$ cat src/rtl/dataslot_cmd_arbiter.sv
`timescale 1ns/1ps
// dataslot_cmd_arbiter
//   Shares the single APF target_dataslot command port between NUM_REQ
//   requesters. One requester is picked round-robin, its command parameters
//   are registered, and the read or write strobe is held until the bridge
//   acknowledges. The done status and error code then go back to the
//   requester that issued the command. Only one command is outstanding at a time.
//
// Ports
//   clk_sys, reset_n            : system clock, asynchronous active-low reset
//   req_valid/req_write         : per-requester request and direction (1 = write)
//   req_id/slotoffset/...       : packed per-requester command parameters
//   req_accept/req_done         : one-hot single-cycle handshake pulses
//   req_err                     : error code, valid while req_done is high
//   busy                        : high in any state other than IDLE
//   target_dataslot_read/write  : command strobes to the APF bridge
//   target_dataslot_ack/done/err: asynchronous status from the clk_74a domain
//   target_dataslot_id/...      : registered command parameters
module dataslot_cmd_arbiter #(
  parameter int NUM_REQ = 2,
  parameter int TIMEOUT = 28400000
) (
  input  logic                    clk_sys,
  input  logic                    reset_n,
  input  logic [NUM_REQ-1:0]      req_valid,
  input  logic [NUM_REQ-1:0]      req_write,
  input  logic [16*NUM_REQ-1:0]   req_id,
  input  logic [32*NUM_REQ-1:0]   req_slotoffset,
  input  logic [32*NUM_REQ-1:0]   req_bridgeaddr,
  input  logic [32*NUM_REQ-1:0]   req_length,
  output logic [NUM_REQ-1:0]      req_accept,
  output logic [NUM_REQ-1:0]      req_done,
  output logic [2:0]              req_err,
  output logic                    busy,
  output logic                    target_dataslot_read,
  output logic                    target_dataslot_write,
  input  logic                    target_dataslot_ack,
  input  logic                    target_dataslot_done,
  input  logic [2:0]              target_dataslot_err,
  output logic [15:0]             target_dataslot_id,
  output logic [31:0]             target_dataslot_slotoffset,
  output logic [31:0]             target_dataslot_bridgeaddr,
  output logic [31:0]             target_dataslot_length
);

  localparam int IDX_W = (NUM_REQ > 2) ? 2 : 1;
  localparam int CNT_W = $clog2(TIMEOUT + 1);
  localparam logic [CNT_W-1:0]   CNT_LAST    = CNT_W'(TIMEOUT - 1);
  localparam logic [NUM_REQ-1:0] ONE         = {{(NUM_REQ-1){1'b0}}, 1'b1};
  localparam logic [2:0]         ERR_TIMEOUT = 3'b111;

  typedef enum logic [2:0] {
    S_IDLE, S_ISSUE, S_WAIT_ACK, S_WAIT_DONE, S_COMPLETE
  } state_t;

  state_t             state_q, state_d;
  logic [IDX_W-1:0]   ptr_q, ptr_d;
  logic [IDX_W-1:0]   owner_q, owner_d;
  logic               wflag_q, wflag_d;
  logic [CNT_W-1:0]   cnt_q, cnt_d;
  logic [NUM_REQ-1:0] accept_q, accept_d;
  logic [NUM_REQ-1:0] done_q, done_d;
  logic [2:0]         err_q, err_d;
  logic               rd_q, rd_d;
  logic               wr_q, wr_d;
  logic [15:0]        id_q, id_d;
  logic [31:0]        off_q, off_d;
  logic [31:0]        addr_q, addr_d;
  logic [31:0]        len_q, len_d;

  logic               ack_meta_q, ack_s;
  logic               done_meta_q, done_s;
  logic [2:0]         err_meta_q, err_s;

  logic               grant_found;
  logic [IDX_W-1:0]   grant_idx;
  logic [IDX_W-1:0]   search_start;
  logic [IDX_W-1:0]   cand_idx;
  int                 cand;

  function automatic logic [IDX_W-1:0] next_idx(input logic [IDX_W-1:0] i);
    if (int'(i) == NUM_REQ - 1) return '0;
    return i + 1'b1;
  endfunction

  function automatic logic [NUM_REQ-1:0] onehot(input logic [IDX_W-1:0] i);
    return ONE << i;
  endfunction

  // Two-flop synchronisers for the clk_74a-domain status signals.
  always_ff @(posedge clk_sys or negedge reset_n) begin
    if (!reset_n) begin
      ack_meta_q  <= 1'b0;
      ack_s       <= 1'b0;
      done_meta_q <= 1'b0;
      done_s      <= 1'b0;
      err_meta_q  <= 3'b000;
      err_s       <= 3'b000;
    end else begin
      ack_meta_q  <= target_dataslot_ack;
      ack_s       <= ack_meta_q;
      done_meta_q <= target_dataslot_done;
      done_s      <= done_meta_q;
      err_meta_q  <= target_dataslot_err;
      err_s       <= err_meta_q;
    end
  end

  // Round-robin search. In COMPLETE the pointer has not been advanced yet,
  // so the search starts after the current owner to allow a back-to-back grant.
  always_comb begin
    search_start = (state_q == S_COMPLETE) ? next_idx(owner_q) : ptr_q;
    grant_found  = 1'b0;
    grant_idx    = '0;
    cand         = 0;
    cand_idx     = '0;
    for (int i = 0; i < NUM_REQ; i++) begin
      cand = int'(search_start) + i;
      if (cand >= NUM_REQ) cand = cand - NUM_REQ;
      cand_idx = IDX_W'(cand);
      if (!grant_found && req_valid[cand_idx]) begin
        grant_found = 1'b1;
        grant_idx   = cand_idx;
      end
    end
  end

  always_comb begin
    state_d  = state_q;
    ptr_d    = ptr_q;
    owner_d  = owner_q;
    wflag_d  = wflag_q;
    cnt_d    = cnt_q;
    accept_d = '0;
    done_d   = '0;
    err_d    = err_q;
    rd_d     = rd_q;
    wr_d     = wr_q;
    id_d     = id_q;
    off_d    = off_q;
    addr_d   = addr_q;
    len_d    = len_q;

    case (state_q)
      S_IDLE, S_COMPLETE: begin
        if (state_q == S_COMPLETE) ptr_d = next_idx(owner_q);
        state_d = S_IDLE;
        if (grant_found) begin
          state_d  = S_ISSUE;
          owner_d  = grant_idx;
          wflag_d  = req_write[grant_idx];
          id_d     = req_id[int'(grant_idx)*16 +: 16];
          off_d    = req_slotoffset[int'(grant_idx)*32 +: 32];
          addr_d   = req_bridgeaddr[int'(grant_idx)*32 +: 32];
          len_d    = req_length[int'(grant_idx)*32 +: 32];
          accept_d = onehot(grant_idx);
        end
      end
      // Parameters were registered on the previous edge, so they lead the strobe by a cycle.
      S_ISSUE: begin
        wr_d    = wflag_q;
        rd_d    = ~wflag_q;
        cnt_d   = '0;
        state_d = S_WAIT_ACK;
      end
      S_WAIT_ACK, S_WAIT_DONE: begin
        cnt_d = cnt_q + 1'b1;
        if (cnt_q == CNT_LAST) begin
          rd_d    = 1'b0;
          wr_d    = 1'b0;
          err_d   = ERR_TIMEOUT;
          done_d  = onehot(owner_q);
          state_d = S_COMPLETE;
        end else if (state_q == S_WAIT_ACK) begin
          // clk_sys outruns clk_74a, so the strobe stays up until ack is seen.
          if (ack_s) begin
            rd_d    = 1'b0;
            wr_d    = 1'b0;
            state_d = S_WAIT_DONE;
          end
        end else if (!ack_s && done_s) begin
          err_d   = err_s;
          done_d  = onehot(owner_q);
          state_d = S_COMPLETE;
        end
      end
      default: state_d = S_IDLE;
    endcase
  end

  always_ff @(posedge clk_sys or negedge reset_n) begin
    if (!reset_n) begin
      state_q  <= S_IDLE;
      ptr_q    <= '0;
      owner_q  <= '0;
      wflag_q  <= 1'b0;
      cnt_q    <= '0;
      accept_q <= '0;
      done_q   <= '0;
      err_q    <= 3'b000;
      rd_q     <= 1'b0;
      wr_q     <= 1'b0;
      id_q     <= '0;
      off_q    <= '0;
      addr_q   <= '0;
      len_q    <= '0;
    end else begin
      state_q  <= state_d;
      ptr_q    <= ptr_d;
      owner_q  <= owner_d;
      wflag_q  <= wflag_d;
      cnt_q    <= cnt_d;
      accept_q <= accept_d;
      done_q   <= done_d;
      err_q    <= err_d;
      rd_q     <= rd_d;
      wr_q     <= wr_d;
      id_q     <= id_d;
      off_q    <= off_d;
      addr_q   <= addr_d;
      len_q    <= len_d;
    end
  end

  assign req_accept                 = accept_q;
  assign req_done                   = done_q;
  assign req_err                    = err_q;
  assign busy                       = (state_q != S_IDLE);
  assign target_dataslot_read       = rd_q;
  assign target_dataslot_write      = wr_q;
  assign target_dataslot_id         = id_q;
  assign target_dataslot_slotoffset = off_q;
  assign target_dataslot_bridgeaddr = addr_q;
  assign target_dataslot_length     = len_q;

endmodule

$ cat config.mk
export PLATFORM = sky130hd
export DESIGN_NAME = dataslot_cmd_arbiter
export DESIGN_NICKNAME = d
export VERILOG_FILES = /design/src/rtl/dataslot_cmd_arbiter.sv
export SDC_FILE = /design/constraint.sdc
export NUM_CORES = 1
export LEC_CHECK = 0
export ABC_CLOCK_PERIOD_IN_PS = 1900
export BUFFER_PORTS_ARGS = -buffer_cell sky130_fd_sc_hd__clkbuf_2
export CORE_ASPECT_RATIO = 0.5
export CORE_MARGIN = 1.5
export CORE_UTILIZATION = 38
export CTS_BUF_LIST = sky130_fd_sc_hd__clkbuf_8
export CTS_CLUSTER_DIAMETER = 30
export DETAILED_ROUTE_END_ITERATION = 10
export PLACE_DENSITY = 0.71
export SLEW_MARGIN = 5
export SYNTH_ARGS = -nofsm -noshare
export SYNTH_HDL_FRONTEND = slang
export SYNTH_SLANG_ARGS = --single-unit
$ cat constraint.sdc
create_clock -name clk_sys -period 1.9 [get_ports clk_sys]
set_input_delay 0.285 -clock clk_sys [delete_from_list [all_inputs] [get_ports clk_sys]]
set_output_delay 0.285 -clock clk_sys [all_outputs]
set_load 0.02 [all_outputs]
==> impl_metrics.py <==
metrics = {
    "sta": {
        "hold_viol": 0,
        "finalCritPeriodShare": 0.973,
        "slew_headroom": 0.392,
        "setup_viol": 0,
        "tightest_slew_ns": 0.910,
        "clock_skew_ns": 0.0106,
        "hold_ws_ns": 0.0608,
        "rsz0062_at_grt": "yes",
        "fin_crit_ns": 1.85,
        "setup_ws_ns": 0.0516,
        "timing.fmax_ghz": 0.541,
        "slew_viol_final": 0,
    },
    "critical_path": {
        "crit_chain": "ha_2 > nand3_2 > or4_4 > or4_1 > nand3_1",
        "start_kind": "flip-flop",
        "crit_type": "flip-flop to flip-flop",
        "crit_path_max_incr_delay_ns": 0.56,
        "cp_slowest_cell": "or4_4",
        "arrival_ns": 2.23,
        "cp_max_fo": 6,
        "required_ns": 2.28,
        "critPathCaptureType": "flip-flop",
    },
    "power": {
        "swShare": 0.387,
        "power.density_nw_per_um2": 1470,
        "pwr-share-seq": 0.366,
        "combPwrFrac": 0.437,
        "p_int_mw": 9.18,
        "power_leakage_nw": 5.06,
        "vdd_drop_max_uv": 699,
        "p_clk_frac": 0.197,
        "power.switching_mw": 5.80,
    },
    "cts": {
        "clock-root-buffer": "clkbuf_8",
        "clk_pin_slew_ns": 0.09,
        "h-tree-depth": 4,
        "cts_made_buffers": 17,
        "cts_max_path_buffers": 2,
        "cts_tree": "built",
        "clock_insertion_delay_worst_skew_ns": 0.45,
        "cts_sinks": 162,
    },
    "drt": {
        "dr.pass1.iters": 5,
        "dr.first_iter.drc_count": 480,
        "antenna_left": 0,
        "vias": 6878,
        "drt_wl_total_um": 23500,
        "routedWlPerCell_um": 18.6,
        "via_per_inst": 5.45,
        "drc": 0,
    },
    "logic_synthesis": {
        "synth_top_family_by_area": "compound AO/OA/AOI/OAI gates",
        "synth_mux_area_frac": 0.00312,
        "synth_xor_area_frac": 0,
        "async_reset_ff_frac": 1.00,
        "synthAdderAreaFrac": 0.00173,
        "synth_cell_types": 55,
        "yosys_warnings": 0,
        "ys_seq_elements": 162,
        "yosys.area_share.simple": 0.175,
        "post_synth_instance_area_sq_um": 7210,
        "ys_seq_area_frac": 0.562,
        "synth_fp_nets": 851,
        "synth.avg_cell_area_sq_um": 11.7,
        "syn_inst": 615,
        "synth_compound_area_frac": 0.229,
        "yosys_most_used_dff": "dfrtp_1",
        "synth_edf_count": 0,
    },
    "hold_path": {
        "hold_class": "primary input to flip-flop",
    },
    "floorplan": {
        "start_util": 0.390,
        "io_pins": 357,
        "die_x_um": 198,
        "fp-row-count": 35,
        "fp.dieH_um": 100,
        "coreArea_sq_um": 18500,
        "dieArea_sq_um": 19900,
    },
    "grt": {
        "overflow": 0,
        "grt_max_degree": 72,
        "grt_pass1_vias": 6863,
        "grt_pass1_wl_um": 36900,
        "grt_usage": 0.237,
        "antenna_found_initial": 0,
    },
    "layout": {
        "final_common_cell": "clkbuf_2",
        "fillers": 1658,
        "syn_to_final_growth_pct": 41.0,
        "antenna_cells": 0,
        "final_cell_mix": "clkbuf_2, dfrtp_1, a221o_1, and2_0, buf_4",
        "stdcell_area_sq_um": 10200,
        "drive_gt1_frac": 0.446,
        "post-route-util": 0.550,
        "nNetsFinal": 1229,
        "seqCellArea_sq_um": 4060,
        "multiInputGateArea_sq_um": 3030,
    },
    "place": {
        "placed_area_sq_um": 9590,
        "routabilityCongestion": 0.915,
        "numPortBuffers": 356,
        "dpl.hpwl_um": 17100,
        "dp_slack_ns": 0.0464,
    },
    "run_status": {
        "status": "finished clean",
    },
    "run": {
        "cap_violations": 0,
    },
}
flip-flops by register name, indices dropped and copies added (netlist names):
name,count
ack_meta_q,1
ack_s,1
cnt_q,25
done_meta_q,1
done_s,1
err_meta_q,3
err_s,3
owner_q,1
ptr_q,1
req_accept,2
req_done,2
req_err,3
state_q,3
target_dataslot_bridgeaddr,32
target_dataslot_id,16
target_dataslot_length,32
target_dataslot_read,1
target_dataslot_slotoffset,32
target_dataslot_write,1
wflag_q,1
power by group through the flow:
| stage | registers, mW | logic (mW) | clock network, mW |
|---|---|---|---|
| 4_1_cts | 5.45 | 6.53 | 3.01 |
| 3_3_place_gp | 5.46 | 6.36 | 0 |
| 3_5_place_dp | 5.46 | 6.52 | 0 |
| 6_report | 5.48 | 6.55 | 2.95 |
| 2_1_floorplan | 6.76 | 2.63 | 0 |
| 5_1_grt | 5.63 | 7.04 | 3.19 |
routing by layer:
metal / part of all wire / vias up / wire (um) / track usage
met4: 0.017 / 0 / 404 / 0.0652
met1: 0.45 / 3458 / 10600 / 0.332
met3: 0.048 / 37 / 1120 / 0.0501
li1: - / 3138 / - / -
met2: 0.48 / 245 / 11400 / 0.374
met5: 0 / - / 0 / 0
cell usage after synthesis (all sizes together), types with 6 or more instances:
library cell	instances	share of area
dfrtp	162	0.56
a221o	113	0.16
and2	113	0.098
clkbuf	37	0.019
nand2	29	0.015
a21oi	14	0.0097
o21ai	14	0.0097
buf	10	0.0068
nand3	10	0.0069
nor2	8	0.0042
nand4	7	0.0090
nor4	7	0.0061
a31oi	6	0.0052
inv	6	0.0031
o311ai	6	0.0073
or4	6	0.0068
final cells by class:
class | instances | share of cell area
sequential | 162 | 0.399
multi-input combinational | 400 | 0.298
timing repair buffer | 406 | 0.225
tap | 259 | 0.0319
clock buffer | 17 | 0.0230
clock inverter | 12 | 0.0213
inverter | 6 | 0.00221
critical path: cells and delay by family, from the launching register on:
kind	cells	cell delay [ns]
adder cells (fa/ha/maj)	1	0.19
flip-flops	1	0.38
AND/OR/NAND/NOR	4	1.21
through the flow:
step,std cells,TNS [ns],power (mW)
final,1262,0,15.0
after global routing,1262,-0.0105,15.9
after CTS,1262,0,15.0
after detailed placement,1226,0,12.0
after global placement,1226,0,11.8
after floorplan,615,0,9.39
logic make-up after synthesis:
family                     Yosys count
buffers and inverters               53
adders and majority gates            1
muxes                                2
AOI/OAI and AO/OA                  188
DFF                                162
and+or+nand+nor                    209
path summary, 6_finish.rpt:
path | cells past startpoint | endpoint | start | slack, ns
worst max-delay path | 5 | cnt_q[24]$_DFFE_PN0P_ | cnt_q[0]$_DFFE_PN0P_ | 0.05
worst min-delay path | 2 | target_dataslot_slotoffset[30]$_DFFE_PN0P_ | req_slotoffset[62] | 0.06
worst max register to register | 5 | cnt_q[24]$_DFFE_PN0P_ | cnt_q[0]$_DFFE_PN0P_ | 0.05
worst min register to register | 0 | err_s[1]$_DFF_PN0_ | err_meta_q[1]$_DFF_PN0_ | 0.36
max in group asynchronous | 3 | target_dataslot_length[20]$_DFFE_PN0P_ | reset_n | 0.88
min in group asynchronous | 2 | target_dataslot_slotoffset[31]$_DFFE_PN0P_ | reset_n | 0.33
repair_timing:
item,4_1_cts,5_1_grt
setup endpoints to repair,1,10
setup buffers,1,0
hold endpoints to repair,46,0
hold buffers,6,0
resized for setup,0,15
pin swaps,0,8
(Power assumes the default switching activity.)
